$ cat src/rtl/fifo_serializer_if.sv
// Handshake bundle between the serializer, its upstream show-ahead FIFO and the downstream beat consumer.
interface fifo_serializer_if #(
    parameter int unsigned p_entry_bits = 32,
    parameter int unsigned p_beat_bits  = 8
);
    logic                    fifo_empty;
    logic [p_entry_bits-1:0] fifo_rdata;
    logic                    fifo_pop;
    logic                    out_val;
    logic                    out_rdy;
    logic [p_beat_bits-1:0]  out_msg;
    logic                    out_last;

    modport master (
        input  fifo_empty, fifo_rdata, out_rdy,
        output fifo_pop, out_val, out_msg, out_last
    );

    modport slave (
        output fifo_empty, fifo_rdata, out_rdy,
        input  fifo_pop, out_val, out_msg, out_last
    );
endinterface

$ cat src/rtl/fifo_serializer.sv
// Pops one entry per message from a show-ahead FIFO and streams it LSB-first as narrow val/rdy beats,
// reloading directly from the FIFO on the last beat so consecutive entries leave without a bubble.
module fifo_serializer #(
    parameter int unsigned p_entry_bits = 32,
    parameter int unsigned p_beat_bits  = 8
) (
    input  logic               clk,
    input  logic               rst,
    fifo_serializer_if.master  bus
);
    localparam int unsigned p_num_beats = p_entry_bits / p_beat_bits;
    localparam int unsigned lp_cnt_bits = (p_num_beats > 1) ? $clog2(p_num_beats) : 1;
    localparam logic [lp_cnt_bits-1:0] lp_last_cnt = lp_cnt_bits'(p_num_beats - 1);

    typedef enum logic {
        ST_IDLE = 1'b0,
        ST_SEND = 1'b1
    } state_t;

    state_t                  r_state;
    state_t                  w_state_nxt;
    logic [p_entry_bits-1:0] r_shift;
    logic [p_entry_bits-1:0] w_shift_nxt;
    logic [lp_cnt_bits-1:0]  r_cnt;
    logic [lp_cnt_bits-1:0]  w_cnt_nxt;
    logic                    w_last;
    logic                    w_pop;

    assign w_last = (r_cnt == lp_last_cnt);

    // State, shift register and beat counter
    always_ff @(posedge clk or negedge rst) begin
        if (!rst) begin
            r_state <= ST_IDLE;
            r_shift <= '0;
            r_cnt   <= '0;
        end else begin
            r_state <= w_state_nxt;
            r_shift <= w_shift_nxt;
            r_cnt   <= w_cnt_nxt;
        end
    end

    // Next-state and pop decode; a reload on the last beat keeps the stream gap-free
    always_comb begin
        w_state_nxt = r_state;
        w_shift_nxt = r_shift;
        w_cnt_nxt   = r_cnt;
        w_pop       = 1'b0;
        case (r_state)
            ST_IDLE: begin
                if (!bus.fifo_empty) begin
                    w_pop       = 1'b1;
                    w_shift_nxt = bus.fifo_rdata;
                    w_cnt_nxt   = '0;
                    w_state_nxt = ST_SEND;
                end
            end
            ST_SEND: begin
                if (bus.out_rdy) begin
                    if (!w_last) begin
                        w_shift_nxt = r_shift >> p_beat_bits;
                        w_cnt_nxt   = r_cnt + lp_cnt_bits'(1);
                    end else if (!bus.fifo_empty) begin
                        w_pop       = 1'b1;
                        w_shift_nxt = bus.fifo_rdata;
                        w_cnt_nxt   = '0;
                    end else begin
                        w_state_nxt = ST_IDLE;
                    end
                end
            end
            default: begin
                w_state_nxt = ST_IDLE;
            end
        endcase
    end

    // Pop is held off while in reset so nothing is lost from the FIFO during reset
    assign bus.fifo_pop = w_pop & rst;
    assign bus.out_val  = (r_state == ST_SEND);
    assign bus.out_msg  = r_shift[p_beat_bits-1:0];
    assign bus.out_last = (r_state == ST_SEND) & w_last;

endmodule

$ cat src/flat_wrapper.sv
// flat-port wrapper written by rule: the top's interface ports become plain ports
module fifo_serializer_flat 
#(
    parameter int unsigned p_entry_bits = 32,
    parameter int unsigned p_beat_bits  = 8
)
  (clk, rst, bus_fifo_empty, bus_fifo_rdata, bus_out_rdy, bus_fifo_pop, bus_out_val, bus_out_msg, bus_out_last);
  fifo_serializer_if #(.p_entry_bits(p_entry_bits), .p_beat_bits(p_beat_bits)) bus_i ();
  input  logic clk;
  input  logic rst;
  input wire logic [$bits(bus_i.fifo_empty)-1:0] bus_fifo_empty;
  input wire logic [$bits(bus_i.fifo_rdata)-1:0] bus_fifo_rdata;
  input wire logic [$bits(bus_i.out_rdy)-1:0] bus_out_rdy;
  output wire logic [$bits(bus_i.fifo_pop)-1:0] bus_fifo_pop;
  output wire logic [$bits(bus_i.out_val)-1:0] bus_out_val;
  output wire logic [$bits(bus_i.out_msg)-1:0] bus_out_msg;
  output wire logic [$bits(bus_i.out_last)-1:0] bus_out_last;
  assign bus_i.fifo_empty = bus_fifo_empty;
  assign bus_i.fifo_rdata = bus_fifo_rdata;
  assign bus_i.out_rdy = bus_out_rdy;
  assign bus_fifo_pop = bus_i.fifo_pop;
  assign bus_out_val = bus_i.out_val;
  assign bus_out_msg = bus_i.out_msg;
  assign bus_out_last = bus_i.out_last;
  fifo_serializer #(.p_entry_bits(p_entry_bits), .p_beat_bits(p_beat_bits)) u_core (.clk(clk), .rst(rst), .bus(bus_i));
endmodule
$ cat config.mk
export PLATFORM = sky130hd
export DESIGN_NAME = fifo_serializer_flat
export DESIGN_NICKNAME = d
export VERILOG_FILES = /design/src/rtl/fifo_serializer_if.sv /design/src/rtl/fifo_serializer.sv /design/src/flat_wrapper.sv
export SDC_FILE = /design/constraint.sdc
export NUM_CORES = 1
export LEC_CHECK = 0
export BUFFER_PORTS_ARGS = -buffer_cell sky130_fd_sc_hd__clkbuf_2
export CORE_MARGIN = 2
export CORE_UTILIZATION = 45
export DETAILED_ROUTE_END_ITERATION = 16
export GPL_TIMING_DRIVEN = 0
export PLACE_DENSITY = 0.7
export SLEW_MARGIN = 20
export SYNTH_ARGS = -nofsm -noshare
export SYNTH_HDL_FRONTEND = slang
export SYNTH_SLANG_ARGS = --single-unit
$ cat constraint.sdc
create_clock -name clk -period 1.91 [get_ports clk]
set_clock_uncertainty 0.1 [all_clocks]
set_input_delay 0.382 -clock clk [delete_from_list [all_inputs] [get_ports clk]]
set_output_delay 0.382 -clock clk [all_outputs]
set_load 0.01 [all_outputs]
### Word level (Yosys, flattened, before mapping)

Cells that the tools add are included.

| word-level totals | value |
|---|---|
| register bits | 35 |
| word-level logic and storage cells | 24 |
| input bits | 36 |
| output and inout port bits | 11 |

| cells by class | value |
|---|---|
| multiplexer cells | 15 |
| equal/unequal tests | 2 |
| $add $sub $neg | 1 |
| bitwise gates (word level) | 3 |

Operators by type and width:

| kind | number |
|---|---|
| 2-to-1 mux 32 bit | 3 |
| case mux 32 bit (2 select lines) | 1 |
| 2-to-1 mux 2 bit | 3 |
| 2-to-1 mux 1 bit | 5 |
| case mux 1 bit (2 select lines) | 2 |
| case mux 2 bit (2 select lines) | 1 |
| adder 2 x 1 -> 2 bit, second input constant | 1 |
| bitwise AND 1 bit | 2 |
| == test 2 bit, second input constant | 1 |
| inequality test 2 bit, second input constant | 1 |
| inverter 1 bit | 1 |

### Longest topological paths before layout

Gate-level depths: netlist of the first run.

| logic depth | value |
|---|---|
| depth in word-level cells | 5 |
| mapped depth | 6 |
| mapped depth without buffers | 4 |

### Least setup slack after synthesis of the first run

No wires, ideal clock.

| timing | value |
|---|---|
| kind | input to output |
| start | in bus_out_rdy |
| end | out bus_fifo_pop |
| setup slack | 0.194 ns |
| cell stages on the path | 5 |
| data arrival time | 1.234 ns |
| path buffers | 2 |
| required time | 1.428 ns |
| path through | buf_2 > nand2_1 > a21oi_2 > buf_2 > and2_1 |

| on the way | value |
|---|---|
| longest elaborated chain between the ends | 3 |

Ends and longest elaborated chain:

| element | line | source |
|---|---|---|
| from (decl) | flat_wrapper.sv:13 | `input wire logic [$bits(bus_i.out_rdy)-1:0] bus_out_rdy;` |
| 2-to-1 mux 1 bit | fifo_serializer.sv:60 | `if (bus.out_rdy) begin` |
| case mux 1 bit (2 select lines) | fifo_serializer.sv:50 | `case (r_state)` |
| bitwise AND 1 bit | fifo_serializer.sv:80 | `assign bus.fifo_pop = w_pop & rst;` |
| to (decl) | flat_wrapper.sv:14 | `output wire logic [$bits(bus_i.fifo_pop)-1:0] bus_fifo_pop;` |

No other way between the ends.

### Worst setup path after layout of the first run

| timing | value |
|---|---|
| start | reg u_core.r_cnt[0] |
| end | out bus_fifo_pop |

| on the way | value |
|---|---|
| longest elaborated chain between the ends | 5 |

Ends and longest elaborated chain:

| element | line | source |
|---|---|---|
| from (decl) | fifo_serializer.sv:24 | `logic [lp_cnt_bits-1:0] r_cnt;` |
| from (signal assigned) | fifo_serializer.sv:40 | `r_cnt <= w_cnt_nxt;` |
| == test 2 bit | fifo_serializer.sv:29 | `assign w_last = (r_cnt == lp_last_cnt);` |
| 2-to-1 mux 1 bit | fifo_serializer.sv:61 | `if (!w_last) begin` |
| 2-to-1 mux 1 bit | fifo_serializer.sv:60 |  |
| case mux 1 bit (2 select lines) | fifo_serializer.sv:50 |  |
| bitwise AND 1 bit | fifo_serializer.sv:80 |  |

No other way between the ends.

==> impl_metrics.ini, run 1 <==
[place]
gp_congestion = 0.765
port_buffers = 45
hpwl_um = 2970
dpl-instance-area_um2 = 2060

[global_route]
grt_pass1_wl_um = 6920
grt_busiest_layer = met2
grt_max_degree = 37
grt_pass1_vias = 1489
grtUsageMet3_pct = 4.05
track_usage_pct = 21.3
use_met1_pct = 28.6
overflow = 0
met2_usage_pct = 33.3
antenna_found_initial = 0

[timing]
fin_crit_sh_pct = 98.5
whs_ps = -31.3
rsz0062_at_grt = true
fmax_ghz = 0.532
maxSlewViolCount = 0
maxSlewHeadroom_pct = 67.4
worst_slew_pin_slew_ps = 489
hold_viol = 35
period_minus_slack_ps = 1880
setup_viol = 0

[routing]
wl_um = 4360
via_per_inst = 5.67
vias = 1616
drc_errors = 0
drtIter0Drc = 210
wl_per_cell_um = 15.3
drtPass1Iterations = 6
final_antenna_net_count = 0

[critical_path]
cp.required_ps = 1430
crit_arrival_ps = 1400
critical_path_class = reg2out
r2r_slack_ps = 140
critPathMaxStageDelay_ps = 410
crit_fanout = 4
critPathSlowestCell = dfrtp_1
timing.critical_path.buf_inv = 1
crit_chain = ha_4 > nand2_4 > a21oi_4 > and2_1 > buf_2
path_delay_family = flip-flops
cp-start-kind = flop
end_kind = output pin

[cts]
cts_root_buf = clkbuf_8
clock_latency_ps = 290
cts_sinks = 35
cts-buffers-inserted = 5
path_clk_slew_ps = 70
htreeDepth = 2
cts_tree = done
cts_max_path_buffers = 2

[finish]
regArea_um2 = 877
diodes = 0
synthToLayoutAreaGrowth_pct = 25.8
num-fill-cells = 342
multiInputGateArea_um2 = 597
final_layout_size_suffix_gt1_share_pct = 35.0
fin_nets = 274
design_area_um2 = 2240
final_util_pct = 60.2

[floorplanning]
row_count = 22
core_um2 = 3720
io-pin-count = 47
initial_core_util_pct = 47.8
dieHeight_um = 66.9
die_w_um = 66.9
die_area_um2 = 4470

[synthesis]
yosys_register_bits = 35
ys_seq_area_share_pct = 49.3
synth_area_um2 = 1780
yosys_warnings = 0
synth_cells = 179
syn_nets = 216
yosysUniqueCellTypes = 18
syn_area_per_cell_um2 = 9.93

[run]
drv_cap = 0

[run_status]
violations = hold timing
status = finished with violations

[pwr]
total_leakage_power_uw = 0.00127
pwr_density_cell_nw_per_um2 = 1420
ir_drop_mv = 0.594

[min_path]
min_path_type = in2async
==> power breakdown <==
part	internal (µW)	leakage [µW]	switching, µW
Combinational	695	0.000808	600
Clock	283	0.0000470	267
Sequential	1060	0.000415	264
==> through the flow <==
stage	hold slack, ps	power [µW]	TNS [ps]	cells	worst slack [ps]
detailed placement	387	2510	-90.2	272	-90.2
global route	9.53	3400	-41.4	285	-41.4
CTS	-9.22	3120	-32.0	283	-32.0
finish	-31.3	3170	0	285	29.6
floorplan	-13.6	2150	0	179	194
global placement	384	2470	-81.7	272	-81.7
==> routing by layer <==
layer  wire (µm)  vias up
li1            -      760
met1        1900      778
met2        2030       69
met3         341        9
met4          89        0
met5           0        -
==> cells in the final DEF (no fill, tap or decap), drive strengths merged <==
master,count
o22ai,24
o2bb2ai,1
clkinv,1
buf,26
a22o,11
mux2i,1
nand2,3
and2,3
inv,50
clkbuf,54
a222oi,24
ha,1
nand2b,2
a21oi,1
dfrtp,35
==> registers in the layout, summed over array words and instances, names as in the netlist <==
| name | cells |
|---|---|
| u_core.bus.out_val | 1 |
| u_core.r_shift | 32 |
| u_core.r_cnt | 2 |
==> timing repair <==
| item | CTS | global route |
|---|---|---|
| pin swaps | 2 | 2 |
| endpoints found under the hold margin | 35 | 0 |
| setup endpoints to repair | 2 | 2 |
| gates resized for setup | 9 | 4 |
| setup buffers | 4 | 3 |
==> area by class of cell <==
| class | instances | share of cell area (%) |
|---|---|---|
| buffer | 22 | 6.55 |
| clock buffer | 6 | 3.69 |
| clock inverter | 1 | 0.224 |
| inverter | 50 | 8.39 |
| multi-input combinational | 71 | 26.7 |
| sequential | 35 | 39.2 |
| tap | 48 | 2.69 |
| timing repair buffer | 52 | 12.5 |
==> path summary, 6_finish.rpt <==
kind,from,end,cells past startpoint
setup / recovery,u_core.r_cnt[0],bus_fifo_pop,5
hold / removal,rst,u_core.r_shift[2],1
setup reg to reg,u_core.r_cnt[0],u_core.r_shift[19],6
hold reg to reg,u_core.r_shift[26],u_core.r_shift[26],1
max in group asynchronous,rst,u_core.bus.out_val,1
min in group clk,bus_fifo_rdata[28],u_core.r_shift[28],2
==> cells in the mapped netlist <==
cell / instances / area share, %
buf_1: 1 / 0.21
nand2_1: 3 / 0.63
buf_2: 8 / 2.3
a222oi_1: 24 / 14
inv_2: 1 / 0.21
a22o_1: 11 / 5.4
inv_1: 49 / 10
and2_1: 3 / 1.1
ha_1: 1 / 0.70
clkbuf_1: 3 / 0.63
buf_6: 2 / 1.3
o2bb2ai_1: 1 / 0.49
a21oi_2: 1 / 0.49
dfrtp_1: 35 / 49
mux2i_1: 1 / 0.56
nand2b_1: 2 / 0.70
o22ai_1: 24 / 8.4
buf_4: 9 / 3.8
==> cells by family after synthesis <==
| family | Yosys count | share of synthesized area [%] |
|---|---|---|
| buffers and inverters | 73 | 18.7 |
| AOI/OAI and AO/OA | 61 | 28.4 |
| DFF | 35 | 49.3 |
| and+or+nand+nor | 8 | 2.39 |
| muxes | 1 | 0.563 |
| adders and majority gates | 1 | 0.704 |
Power figures use the tool's default switching activity.
==> inputs of run 2 (changes only) <==
--- a/config.mk
+++ b/config.mk
@@ -6,6 +6,7 @@
 export NUM_CORES = 1
 export LEC_CHECK = 0
 export BUFFER_PORTS_ARGS = -buffer_cell sky130_fd_sc_hd__clkbuf_2
+export CORE_ASPECT_RATIO = 0.9
 export CORE_MARGIN = 2
 export CORE_UTILIZATION = 45
 export DETAILED_ROUTE_END_ITERATION = 16
==> constraint.sdc (replaced) <==
create_clock -name clk -period 1.91 [get_ports clk]
set_clock_uncertainty 0.1 [all_clocks]
set_input_delay 0.191 -clock clk [delete_from_list [all_inputs] [get_ports clk]]
set_output_delay 0.191 -clock clk [all_outputs]
set_load 0.01 [all_outputs]
==> run 2 against run 1 <==
  * The flow still finishes with violations (hold timing)
  * Design area fell by 1.6%
  * Flip-flop and latch count did not move
  * Via count fell by 4.3%
  * Count of clock-buffer cells in the layout rose by 1
  * Critical path depth rose by 1
  * Fmax rose by 2.6%
  * Sequential share of layout area rose by 0.70 points
  * Combinational power fell by 3%
  * Die area barely moved
  * Routed wire length fell by 3.9%
  * Cell count fell by 1.8%
==> impl_metrics.ini, run 2 (same netlist as run 1, synthesis figures left out) <==
[routing]
drtIter0Drc = 215
via_per_inst = 5.52
vias = 1546
top_layer_used = met4
final_antenna_net_count = 0
drc_errors = 0
wl_um = 4190
wl_per_cell_um = 15.0
met3_length_um = 284
met1_length_um = 2020
met2_length_um = 1850
drtPass1Iterations = 6

[finish]
num-fill-cells = 337
largest_reg_flops = 32
final_util_pct = 58.5
layout_common_cells = 49 x inv_1, 45 x clkbuf_2, 33 x dfrtp_1, 24 x o22ai_1, 24 x a222oi_1
largest-register = u_core.r_shift
final_layout_size_suffix_gt1_share_pct = 34.2
layout_commonest_cell = inv_1
fin_nets = 270
synthToLayoutAreaGrowth_pct = 23.7
design_area_um2 = 2200
diodes = 0

[pwr]
total_leakage_power_uw = 0.00124
switching_share_pct = 35.8
pwr_density_cell_nw_per_um2 = 1410
power.internal_uw = 1990
sequentialPowerShare_pct = 43.1
p_comb_share_pct = 40.6
ir_drop_mv = 0.659
clkPwrFrac_pct = 16.3
power.switching_uw = 1110

[cts]
cts_tree = done
cts_root_buf = clkbuf_8
cts-buffers-inserted = 5
clock_latency_ps = 280
path_clk_slew_ps = 70
cts_sinks = 35
htreeDepth = 2
cts_max_path_buffers = 2

[critical_path]
crit_fanout = 10
crit_arrival_ps = 1540
cp.required_ps = 1620
end_kind = output pin
critical_path_class = reg2out
cp-start-kind = flop

[timing]
hold_viol = 35
rsz0062_at_grt = false
maxSlewViolCount = 0
whs_ps = -86.8
setup_viol = 0
worst_slew_pin_slew_ps = 871
setup_tns_ps = 0
fin_crit_sh_pct = 95.9
period_minus_slack_ps = 1830
maxSlewHeadroom_pct = 41.9
fmax_ghz = 0.546

[global_route]
antenna_found_initial = 0
grt_pass1_wl_um = 7090
grt_max_degree = 37
grt_pass1_vias = 1423
track_usage_pct = 20.2
overflow = 0

[run_status]
violations = hold timing
status = finished with violations

[place]
gp_congestion = 0.775
port_buffers = 45
hpwl_um = 2960
dpl-instance-area_um2 = 2060

[floorplanning]
io-pin-count = 47
dieHeight_um = 63.6
die_w_um = 70.3
die_area_um2 = 4470
row_count = 21
initial_core_util_pct = 47.3
core_um2 = 3760

[min_path]
min_path_type = in2async

[run]
drv_cap = 0
[run 2: critical path: stages, from the launching register on]
cell and delay, ps:
dfrtp_2 400, ha_4 160, nand2_2 70, a21oi_4 200
buf_8 160, and2_1 130, clkbuf_2 130
[run 2: routing by layer]
| metal | vias up | track usage, % |
|---|---|---|
| met5 | - | 0 |
| met3 | 5 | 4.32 |
| li1 | 749 | - |
| met4 | 0 | 5.05 |
| met2 | 64 | 30.4 |
| met1 | 728 | 29.6 |
[run 2: area by class of cell]
type                       instances  area (µm²)  share of cell area, %
inverter                          50         188                   8.53
clock inverter                     1        5.00                  0.228
buffer                            22         154                   7.00
sequential                        35         878                   39.9
multi-input combinational         71         593                   27.0
clock buffer                       7        76.3                   3.47
timing repair buffer              48         248                   11.3
tap                               46        57.6                   2.62
[run 2: power by group through the flow]
stage                     sequential [µW]  clock, µW  combinational [µW]
after floorplan                      1250          0                 897
after global placement               1330          0                1150
after detailed placement             1330          0                1180
after CTS                            1330        513                1210
after global routing                 1390        556                1410
final                                1330        505                1260
[run 2: path summary, 6_finish.rpt]
path / slack [ps] / end / from / cells past startpoint
min in group clk: 30 / u_core.bus.out_val / bus_fifo_empty / 2
max in group asynchronous: 1210 / u_core.r_cnt[1] / rst / 1
setup / recovery: 80 / bus_fifo_pop / u_core.r_cnt[1] / 6
setup reg to reg: 180 / u_core.r_shift[3] / u_core.r_cnt[1] / 5
hold / removal: -90 / u_core.r_cnt[0] / rst / 1
hold reg to reg: 400 / u_core.r_shift[29] / u_core.r_shift[29] / 1
[run 2: what timing repair did]
action / in CTS / in global routing
buffers inserted: 0 / 3
hold endpoints to repair: 35 / 35
gates resized for setup: 7 / 5
endpoints found under the setup margin: 2 / 3
pin swaps: 2 / 2
[run 2: stage by stage]
stage	hold slack, ps	total power, µW	cells	worst slack (ps)
after detailed placement	255	2520	270	83.0
after floorplan	-205	2150	179	278
final	-86.8	3100	280	77.5
after global placement	256	2470	270	99.0
after global routing	-15.9	3350	280	9.27
after CTS	-51.2	3050	278	28.0
